$ cat src/rtl/mux4_rr_arbiter.sv
// Round-robin arbiter driving a shared 4:1 mux (select + one-hot grant), with bounded hold; MUX4_ARB_LOCK_EN adds a lock input.
// Latency: grant registered one cycle after a request is sampled; every release/preemption inserts one dead cycle.
// Backpressure: requesters hold req high while they need the mux; non-owners wait until the next arbitration point.
module mux4_rr_arbiter #(
  parameter int MAX_HOLD = 16,
  parameter int CNT_W    = 5
) (
  input  logic             clk,
  input  logic             rst_n,
  input  logic [3:0]       req,
`ifdef MUX4_ARB_LOCK_EN
  input  logic             lock,
`endif
  output logic [3:0]       gnt,
  output logic [1:0]       s,
  output logic             valid,
  output logic [CNT_W-1:0] hold_cnt
);

  typedef enum logic [1:0] {IDLE, GRANT, GAP} state_t;

  // With the timeout disabled the counter simply saturates at its top value.
  localparam logic [CNT_W-1:0] HOLD_LAST =
    (MAX_HOLD == 0) ? {CNT_W{1'b1}} : CNT_W'(MAX_HOLD - 1);

  state_t           state_q, state_d;
  logic [1:0]       ptr_q, ptr_d;
  logic [3:0]       gnt_d;
  logic [1:0]       s_d;
  logic             valid_d;
  logic [CNT_W-1:0] hold_d;
  logic [1:0]       pick;
  logic             lock_act;
  logic             timeout;

`ifdef MUX4_ARB_LOCK_EN
  assign lock_act = lock;
`else
  assign lock_act = 1'b0;
`endif

  // Scan from farthest to nearest so the requester closest after ptr wins.
  function automatic logic [1:0] rr_pick(input logic [3:0] r, input logic [1:0] p);
    logic [1:0] idx;
    rr_pick = p;
    for (int k = 4; k >= 1; k--) begin
      idx = p + 2'(k);
      if (r[idx]) rr_pick = idx;
    end
  endfunction

  assign pick    = rr_pick(req, ptr_q);
  assign timeout = (MAX_HOLD != 0) && (hold_cnt == HOLD_LAST) &&
                   (|(req & ~gnt)) && !lock_act;

  always_comb begin
    state_d = state_q;
    ptr_d   = ptr_q;
    gnt_d   = gnt;
    s_d     = s;
    valid_d = valid;
    hold_d  = hold_cnt;
    case (state_q)
      IDLE, GAP: begin
        hold_d = '0;
        if (|req) begin
          state_d = GRANT;
          gnt_d   = 4'b0001 << pick;
          s_d     = pick;
          valid_d = 1'b1;
        end else begin
          state_d = IDLE;
          gnt_d   = 4'b0000;
          valid_d = 1'b0;
        end
      end
      GRANT: begin
        // Release wins over a coincident timeout; both land in GAP identically.
        if (!req[s] || timeout) begin
          state_d = GAP;
          gnt_d   = 4'b0000;
          valid_d = 1'b0;
          hold_d  = '0;
          ptr_d   = s;
        end else if (hold_cnt != HOLD_LAST) begin
          hold_d = hold_cnt + CNT_W'(1);
        end
      end
      default: state_d = IDLE;
    endcase
  end

  always_ff @(posedge clk or negedge rst_n) begin
    if (!rst_n) begin
      state_q  <= IDLE;
      ptr_q    <= 2'd3;
      gnt      <= 4'b0000;
      s        <= 2'd0;
      valid    <= 1'b0;
      hold_cnt <= '0;
    end else begin
      state_q  <= state_d;
      ptr_q    <= ptr_d;
      gnt      <= gnt_d;
      s        <= s_d;
      valid    <= valid_d;
      hold_cnt <= hold_d;
    end
  end

endmodule

$ cat config.mk
export PLATFORM = sky130hd
export DESIGN_NAME = mux4_rr_arbiter
export DESIGN_NICKNAME = d
export VERILOG_FILES = /design/src/rtl/mux4_rr_arbiter.sv
export SDC_FILE = /design/constraint.sdc
export NUM_CORES = 1
export LEC_CHECK = 0
export CORE_ASPECT_RATIO = 1.1
export CORE_MARGIN = 10
export CORE_UTILIZATION = 40
export DETAILED_ROUTE_END_ITERATION = 8
export HOLD_SLACK_MARGIN = 0.1
export PLACE_DENSITY = 0.68
export SYNTH_ARGS = -nofsm -noshare
export SYNTH_HDL_FRONTEND = slang
export SYNTH_SLANG_ARGS = --single-unit
$ cat constraint.sdc
create_clock -name clk -period 3.12 [get_ports clk]
set_input_delay 0.624 -clock clk [delete_from_list [all_inputs] [get_ports clk]]
set_output_delay 0.624 -clock clk [all_outputs]
set_load 0.1 [all_outputs]
After elaboration in Yosys (flattened, before gate mapping)
Index checks and enable logic that the tools add are counted.
Widths: inputs -> output; s select.
{"block": "op_classes", "n_eq_ne": 6, "muxes": 23, "add_sub_neg": 4, "n_reduce_logical": 12, "magnitude_cmp": 4, "n_bitwise": 2, "shifts": 1}
{"cell": "$lt 2x3->1 const B", "n": 4}
{"cell": "$mux 5", "n": 2}
{"cell": "$pmux 5 s2", "n": 1}
{"cell": "$bmux 1 s2", "n": 4}
{"cell": "$mux 2", "n": 4}
{"cell": "$mux 4", "n": 2}
{"cell": "$pmux 4 s2", "n": 1}
{"cell": "$reduce_and 2->1", "n": 4}
{"cell": "$reduce_or 4->1", "n": 2}
{"cell": "$mux 1", "n": 7}
{"cell": "$add 5x1->5 const B", "n": 1}
{"cell": "$eq 5x4->1 const B", "n": 1}
{"cell": "$ne 5x4->1 const B", "n": 1}
{"cell": "$add 2x2->2 const B", "n": 2}
{"cell": "$and 4x4->4", "n": 1}
{"cell": "$not 4->4", "n": 1}
{"cell": "$pmux 2 s2", "n": 1}
{"cell": "$shl 1x2->4 const A", "n": 1}
{"cell": "$ne 3x3->1 const B", "n": 1}
{"cell": "$add 2x1->2 const B", "n": 1}
{"cell": "$eq 2x1->1 const B", "n": 1}
{"cell": "$eq 2x2->1 const B", "n": 1}
{"cell": "$logic_not 2->1", "n": 1}
{"cell": "$ne 2x2->1 const B", "n": 1}
{"cell": "6 further kinds", "n": 6}
{"block": "totals", "out_inout_bits": 12, "in_bits": 6, "elab_cells": 58, "reg_bits": 16}

Longest topological paths before layout
{"block": "depth", "ltp_word": 9, "depth_mapped": 7, "depth_no_buf": 7}

Worst setup path after synthesis
Ideal clock, no wire load.
{"block": "synth_timing", "path_kind": "register -> register", "startpoint": "register hold_cnt[0]", "endpoint": "register hold_cnt[2]", "path_slack_ps": 796, "period_less_slack_ps": 2324, "t_required_ps": 3000, "arrival_time_ps": 2204, "setup_ps": 120, "path_buffers": 0, "path_stages_with_launch": 8, "cell_sequence": "dfrtp_1 > ha_1 > and3_1 > ha_1 > nand2_1 > o31ai_4 > nor4b_1 > a21o_1"}
{"block": "synth_between", "elab_chain_cells": 5, "elab_cells_between_ends": 10, "cone_classes": "add/sub: 1; eq/ne: 3; mux: 3; reduce/logical: 3"}
{"item": "start, declared", "line": "17", "text": "output logic [CNT_W-1:0] hold_cnt"}
{"item": "start signal, assigned", "line": "107", "text": "hold_cnt <= hold_d;"}
{"item": "parallel branches: the longest is 5 deep, another holds $add 5x1->5"}
Parallel ways; which one is timed is not known. The select of a mux whose other input is x is not followed.
A chain may end at the register's enable or synchronous reset.

Worst setup path in the final report
{"block": "layout_timing", "startpoint": "input req[0]", "endpoint": "register ptr_q[1]"}
{"block": "layout_between", "elab_chain_cells": 5, "elab_cells_between_ends": 8, "cone_classes": "mux: 2; bitwise: 1; reduce/logical: 5"}
{"item": "start, declared", "line": "10", "text": "input logic [3:0] req,"}
{"item": "$bmux 1 s2 / $and 4x4->4 (equally long branches)", "line": "79, 54"}
{"item": "$mux 1 (implied by the code) / $reduce_or 4->1 (equally long branches)", "line": "79, 54"}
{"item": "$logic_not 1->1 / $logic_and 1x1->1 (equally long branches)", "line": "79, 53"}
{"item": "$logic_or 1x1->1 *", "line": "79", "text": "if (!req[s] || timeout) begin"}
{"item": "$reduce_and 2->1 (no source line) *"}
{"item": "end signal, assigned", "line": "103", "text": "ptr_q <= ptr_d;"}
{"item": "end, declared", "line": "27", "text": "logic [1:0] ptr_q, ptr_d;"}
Every way passes the cells marked *; elsewhere a longest branch is shown, timed or not. The select of a mux whose other input is x is not followed.

==> results_dict.tcl <==
set metrics [dict create \
    grt_first_pass_wirelength_um 3080 \
    timing_worst_slew_pin_value_ns 0.714 \
    grt-ovfl-total 0 \
    synth.top_cells.by_count "14 x dfrtp_1, 7 x nand2_1, 5 x inv_1, 4 x o21ai_1" \
    starting_density_of_the_core 0.427 \
    number_of_nets_in_the_layout 107 \
    worst_path_max_delay_cell "clkdlybuf4s50_1" \
    drt-initial-drc-count 26 \
    syn_avg_cell_area_um2 11.3 \
    synth.top_cell.area_share 0.402 \
    clock_latency_at_the_later_pin_of_the_worst_skew_pair_ns 0.28 \
    drt_first_pass_iters 4 \
    synthFlopType "dfrtp_1" \
    drt.antenna.violating_nets 0 \
    cts-resized-gates 0 \
    layout_setup_ws_ns 1.01 \
    setup_violations 0 \
    total_of_max_cap_violations 0 \
    grt_antenna_before_repair 0 \
    setup.worst_path.end_class "flip-flop" \
    kind_of_critical_path "input port to flip-flop" \
    io_pins 18 \
    share_of_async_settable_or_async_resettable_flops_after_synthesis 1.00 \
    tns_ns 0 \
    coreArea_mm2 0.00204 \
    worstPathMaxFanout 7 \
    synthDistinctLibCells 36 \
    cp_data_arrival_time_ns 2.32 \
    post_synth_inst_count 77 \
    synth_top_cells_by_area "dfrtp_1 40%, dfstp_2 6.0%, mux2_1 3.9%" \
    post_drt_via_cell_ratio 5.21 \
    synthesis.area_um2 872 \
    timing.final.max_slew_violations 0 \
    cts.htree.levels 1 \
    routabilityCongestion 0.934 \
    grt_usage 0.0860 \
    met1_usage 0.0973 \
    dp.final_hpwl_um 1420 \
    wirelength_um 1790 \
    synth_edf_count 0 \
    area_growth_pct 24.2 \
    num_vias 656 \
    run_status "finished clean" \
    slew_headroom 0.522 \
    max_clock_buf_depth 2 \
    cell_type_contributing_the_most_total_cell_area_after_synthesis "dfrtp_1" \
    setup.worst_path.start_class "input port" \
    use_met3 0.0322 \
    design.die.area_mm2 0.00445 \
    path_cells "clkdlybuf4s50_1 -> or2b_1 -> o2111ai_2 -> a21oi_2 -> nor3b_2 -> mux2_1" \
    detail_route.drc_violations 0 \
    cts_post_setup_buffers_inserted 0 \
    share_of_the_yosys_chip_area_belonging_to_registers 0.462 \
    worst_path_largest_cell_delay_ns 0.59 \
    ys.warnings.count 0 \
    cts_tree "done" \
    pre_cts_slack_ns 0.685 \
    cp_data_required_time_ns 3.33 \
    layout_min_cycle_time_ns 2.11 \
    timing.fmax_mhz 474 \
    maximum_number_of_pins_on_one_net_before_global_route_repair 17 \
    cts.sink_count 16 \
    placement_rows 17 \
    syn_nets 85 \
    route.detailed.wl_per_inst_um 14.2 \
    groute.layer.met2.usage 0.139 \
    final-hold-violation-count 0 \
    clk_pin_slew_ns 0.09 \
    post-route-period-util 0.677 \
    globalRoute.busiestLayer "met2" \
    fillers 199 \
    clock-skew-final_ns 0.000580 \
    min_path_type "flip-flop to flip-flop" \
    num_antenna_cells 0 \
    synth-seq-cells 16 \
    yosysMostFrequentCell "dfrtp_1" \
    cts_buffers 3 \
    io_buffers 17 \
    die_y_um 69.0 \
    grt_pass1_vias 670 \
    clk_root_buffer_cell "clkbuf_4" \
    final_layout_size_suffix_gt1_frac 0.245 \
    holdBufCountCts 0 \
    rsz0062_at_grt "false" \
    die_width_um 64.5 \
]
==> routing by layer <==
metal,share of wire,wire length (um),vias up
met3,0.065,116,6
met1,0.45,813,303
met4,0.027,48,0
li1,-,-,326
met5,0,0,-
met2,0.45,811,21
==> worst paths after layout <==
check	start	end	slack, ns	cells after the start
min in group asynchronous	rst_n	hold_cnt[2]$_DFFE_PN0P_	0.76	1
setup / recovery	req[0]	ptr_q[1]$_DFFE_PN1P_	1.01	6
setup reg to reg	hold_cnt[0]$_DFFE_PN0P_	hold_cnt[2]$_DFFE_PN0P_	1.37	7
hold / removal	valid$_DFFE_PN0P_	valid$_DFFE_PN0P_	0.50	1
max in group asynchronous	rst_n	hold_cnt[0]$_DFFE_PN0P_	1.91	1
hold reg to reg	valid$_DFFE_PN0P_	valid$_DFFE_PN0P_	0.50	1
==> stage by stage <==
step / instance area, um^2 / util / hold slack [ns] / std cells
after floorplan: 872 / - / 0.328 / 77
after global placement: 1050 / 0.513 / 0.466 / 122
after detailed placement: 1050 / 0.513 / 0.482 / 122
after CTS: 1080 / 0.531 / 0.507 / 126
after global routing: 1080 / 0.531 / 0.556 / 126
final: 1080 / 0.531 / 0.503 / 126
==> state kept, by name (all words and copies together), names as in the netlist <==
| signal | count |
|---|---|
| gnt | 4 |
| hold_cnt | 5 |
| ptr_q | 2 |
| s | 2 |
| state_q | 2 |
| valid | 1 |
==> cells in the final DEF (no fill, tap or decap), types with 2 or more instances in the layout <==
master and instances:
mux2_1 3, dfstp_2 2, nand2_1 7, a21oi_1 2, o21a_1 2, a22o_1 2
mux2i_1 3, clkbuf_4 3, clkdlybuf4s50_1 5, a21o_1 3, ha_1 2, inv_1 5
or2b_1 3, dfrtp_1 14, o2bb2ai_1 2, buf_4 12, o21ai_1 4, nand2b_1 2
==> critical path, delay by kind of cell <==
| kind | cells | cell delay, ns |
|---|---|---|
| AOI/OAI and AO/OA | 2 | 0.26 |
| buffers and inverters | 1 | 0.59 |
| muxes | 1 | 0.35 |
| and+or+nand+nor | 2 | 0.51 |
==> kinds of logic after synthesis <==
family | count (synthesis) | share of synthesized area
flops | 16 | 0.462
xor+xnor | 1 | 0.0100
mux | 8 | 0.121
simple gates | 22 | 0.148
buf+inv | 5 | 0.0215
compound gates | 23 | 0.209
fa+ha+maj | 2 | 0.0287
==> final cells by class <==
cell class	instances	area [um^2]	share of cell area
Multi-Input combinational cell	56	450	0.416
Inverter	5	18.8	0.0173
Sequential cell	16	403	0.372
Tap cell	28	35.0	0.0323
Clock buffer	4	36.3	0.0335
Timing Repair Buffer	17	140	0.129
Power is left out: the tool's default activity adds up to more than one toggle a clock period on the data nets, which glitch-free logic cannot reach.
==> variant (same flow settings) <==
Add a define of `MUX4_ARB_LOCK_EN`.
--- a/src/rtl/mux4_rr_arbiter.sv
+++ b/src/rtl/mux4_rr_arbiter.sv
@@ -1,6 +1,8 @@
 // Round-robin arbiter driving a shared 4:1 mux (select + one-hot grant), with bounded hold; MUX4_ARB_LOCK_EN adds a lock input.
 // Latency: grant registered one cycle after a request is sampled; every release/preemption inserts one dead cycle.
 // Backpressure: requesters hold req high while they need the mux; non-owners wait until the next arbitration point.
+`define MUX4_ARB_LOCK_EN
+
 module mux4_rr_arbiter #(
   parameter int MAX_HOLD = 16,
   parameter int CNT_W    = 5
Interface: changed (added lock); port bits go from 18 to 19. The function was not compared with the original's and may differ.
==> variant against the unedited design <==
- routed wire length is 11% higher
- synthesized area is 6.6% higher
- critical path type is now reg2reg
- clock skew is 11 ps higher
- count of clock-buffer cells in the layout stayed put
- final area is 4.8% higher
- setup slack worse by 15 ps
- largest cell class unchanged
- sequential cell count stayed put
- global-route usage is 0.66 points higher
- non-clock buffer count is 1 higher
==> variant: results (changes against the unedited design) <==
[yosys]
yosysSeqAreaShare_pct=43.3  ; -2.9 points
syn_nets=97  ; +14%
ys_top_cells_by_count=dfrtp_1 (14), nor2_1 (7), o21ai_0 (7)
yosysUniqueCellTypes=34  ; -5.6%
synth_area_leaders=dfrtp_1 (38%), dfstp_2 (5.7%), o22ai_1 (4.0%)

[final_layout]
fillers=212  ; +6.5%
drive_gt1_share_pct=27.5  ; +3.0 points
fin_nets=119  ; +11%

[worst_setup_path]
cp_max_fo=9  ; +2
cp_top_family=adder cells
ff2ff_setup_slack_ps=990  ; -380 ps
crit_path_max_incr_delay_ps=430  ; -160 ps
cpMaxStageDelayCell=dfrtp_1

[global_route]
grt_pass1_wl_um=3440  ; +12%
first_global_vias=722  ; +7.8%
grt_usage_pct=9.27  ; +0.66 points
grt_util_met3_pct=3.78  ; +0.56 points
grt_use_met1_pct=11.0  ; +1.3 points
grtUsageMet2_pct=14.5  ; +0.60 points

[timing]
layout_min_cycle_time_ps=2130  ; +14.7 ps
slew_headroom_pct=51.2  ; -1.1 points
fin_skew_ps=12.0  ; +11.4 ps

[place]
gp_congestion=0.749  ; -20%
io_buffers=18  ; +1
place_hpwl_um=1620  ; +14%
dp_slack_ps=730  ; +45.0 ps

[routing]
first_pass_iters=3  ; -1
vias=709  ; +8.1%
initialDrtViolationCount=18  ; -31%

[status]
status=completed

[variant: worst paths after layout]
path	end	start	depth (start not counted)
max reg2reg	ptr_q[1]	hold_cnt[0]	7
max in group asynchronous	state_q[0]	rst_n	1
min reg2reg	valid	valid	2
max	ptr_q[1]	hold_cnt[0]	7
min in group asynchronous	hold_cnt[0]	rst_n	1
min	valid	valid	2
[variant: area by class of cell]
cell class                 count  share of cell area (%)
inverter                       6                    1.98
multi-input combinational     65                    43.7
sequential                    16                    35.5
tap                           30                    3.30
clock buffer                   4                    2.31
timing repair buffer          18                    13.2
[variant: kinds of logic after synthesis]
| group | Yosys count | synth area share, % |
|---|---|---|
| buffers and inverters | 7 | 3.23 |
| AOI/OAI and AO/OA | 26 | 23.6 |
| muxes | 4 | 6.06 |
| adders and majority gates | 2 | 2.69 |
| DFF | 16 | 43.3 |
| and+or+nand+nor | 33 | 21.1 |
[variant: worst min-delay path, delay by kind of cell, from the launching register on]
family / cells / cell delay (ps)
DFF: 1 / 390
buffers and inverters: 1 / 50
AOI/OAI and AO/OA: 1 / 50
[variant: routing by layer]
metal / up-vias / share of wire [%]
li1: 361 / -
met5: - / 0
met1: 330 / 44
met2: 16 / 48
met3: 2 / 6.8
met4: 0 / 0.45
[variant: through the flow]
| stage | instance area (um^2) | util (%) | std cells | hold slack [ps] | power (mW) |
|---|---|---|---|---|---|
| 6_report | 1140 | 51.0 | 139 | 524 | 1.25 |
| 5_1_grt | 1140 | 51.0 | 139 | 564 | 1.33 |
| 4_1_cts | 1140 | 51.0 | 139 | 528 | 1.27 |
| 3_5_place_dp | 1110 | 49.8 | 135 | 513 | 1.15 |
| 3_3_place_gp | 1110 | 49.8 | 135 | 514 | 1.14 |
| 2_1_floorplan | 930 | - | 88 | 328 | 0.987 |
[variant: power groups by stage]
| stage | sequential [mW] | clock (mW) | combinational (mW) |
|---|---|---|---|
| after floorplan | 0.697 | 0 | 0.290 |
| after global placement | 0.387 | 0 | 0.755 |
| final | 0.386 | 0.108 | 0.756 |
| after global routing | 0.404 | 0.122 | 0.803 |
| after CTS | 0.388 | 0.114 | 0.765 |
| after detailed placement | 0.390 | 0 | 0.764 |
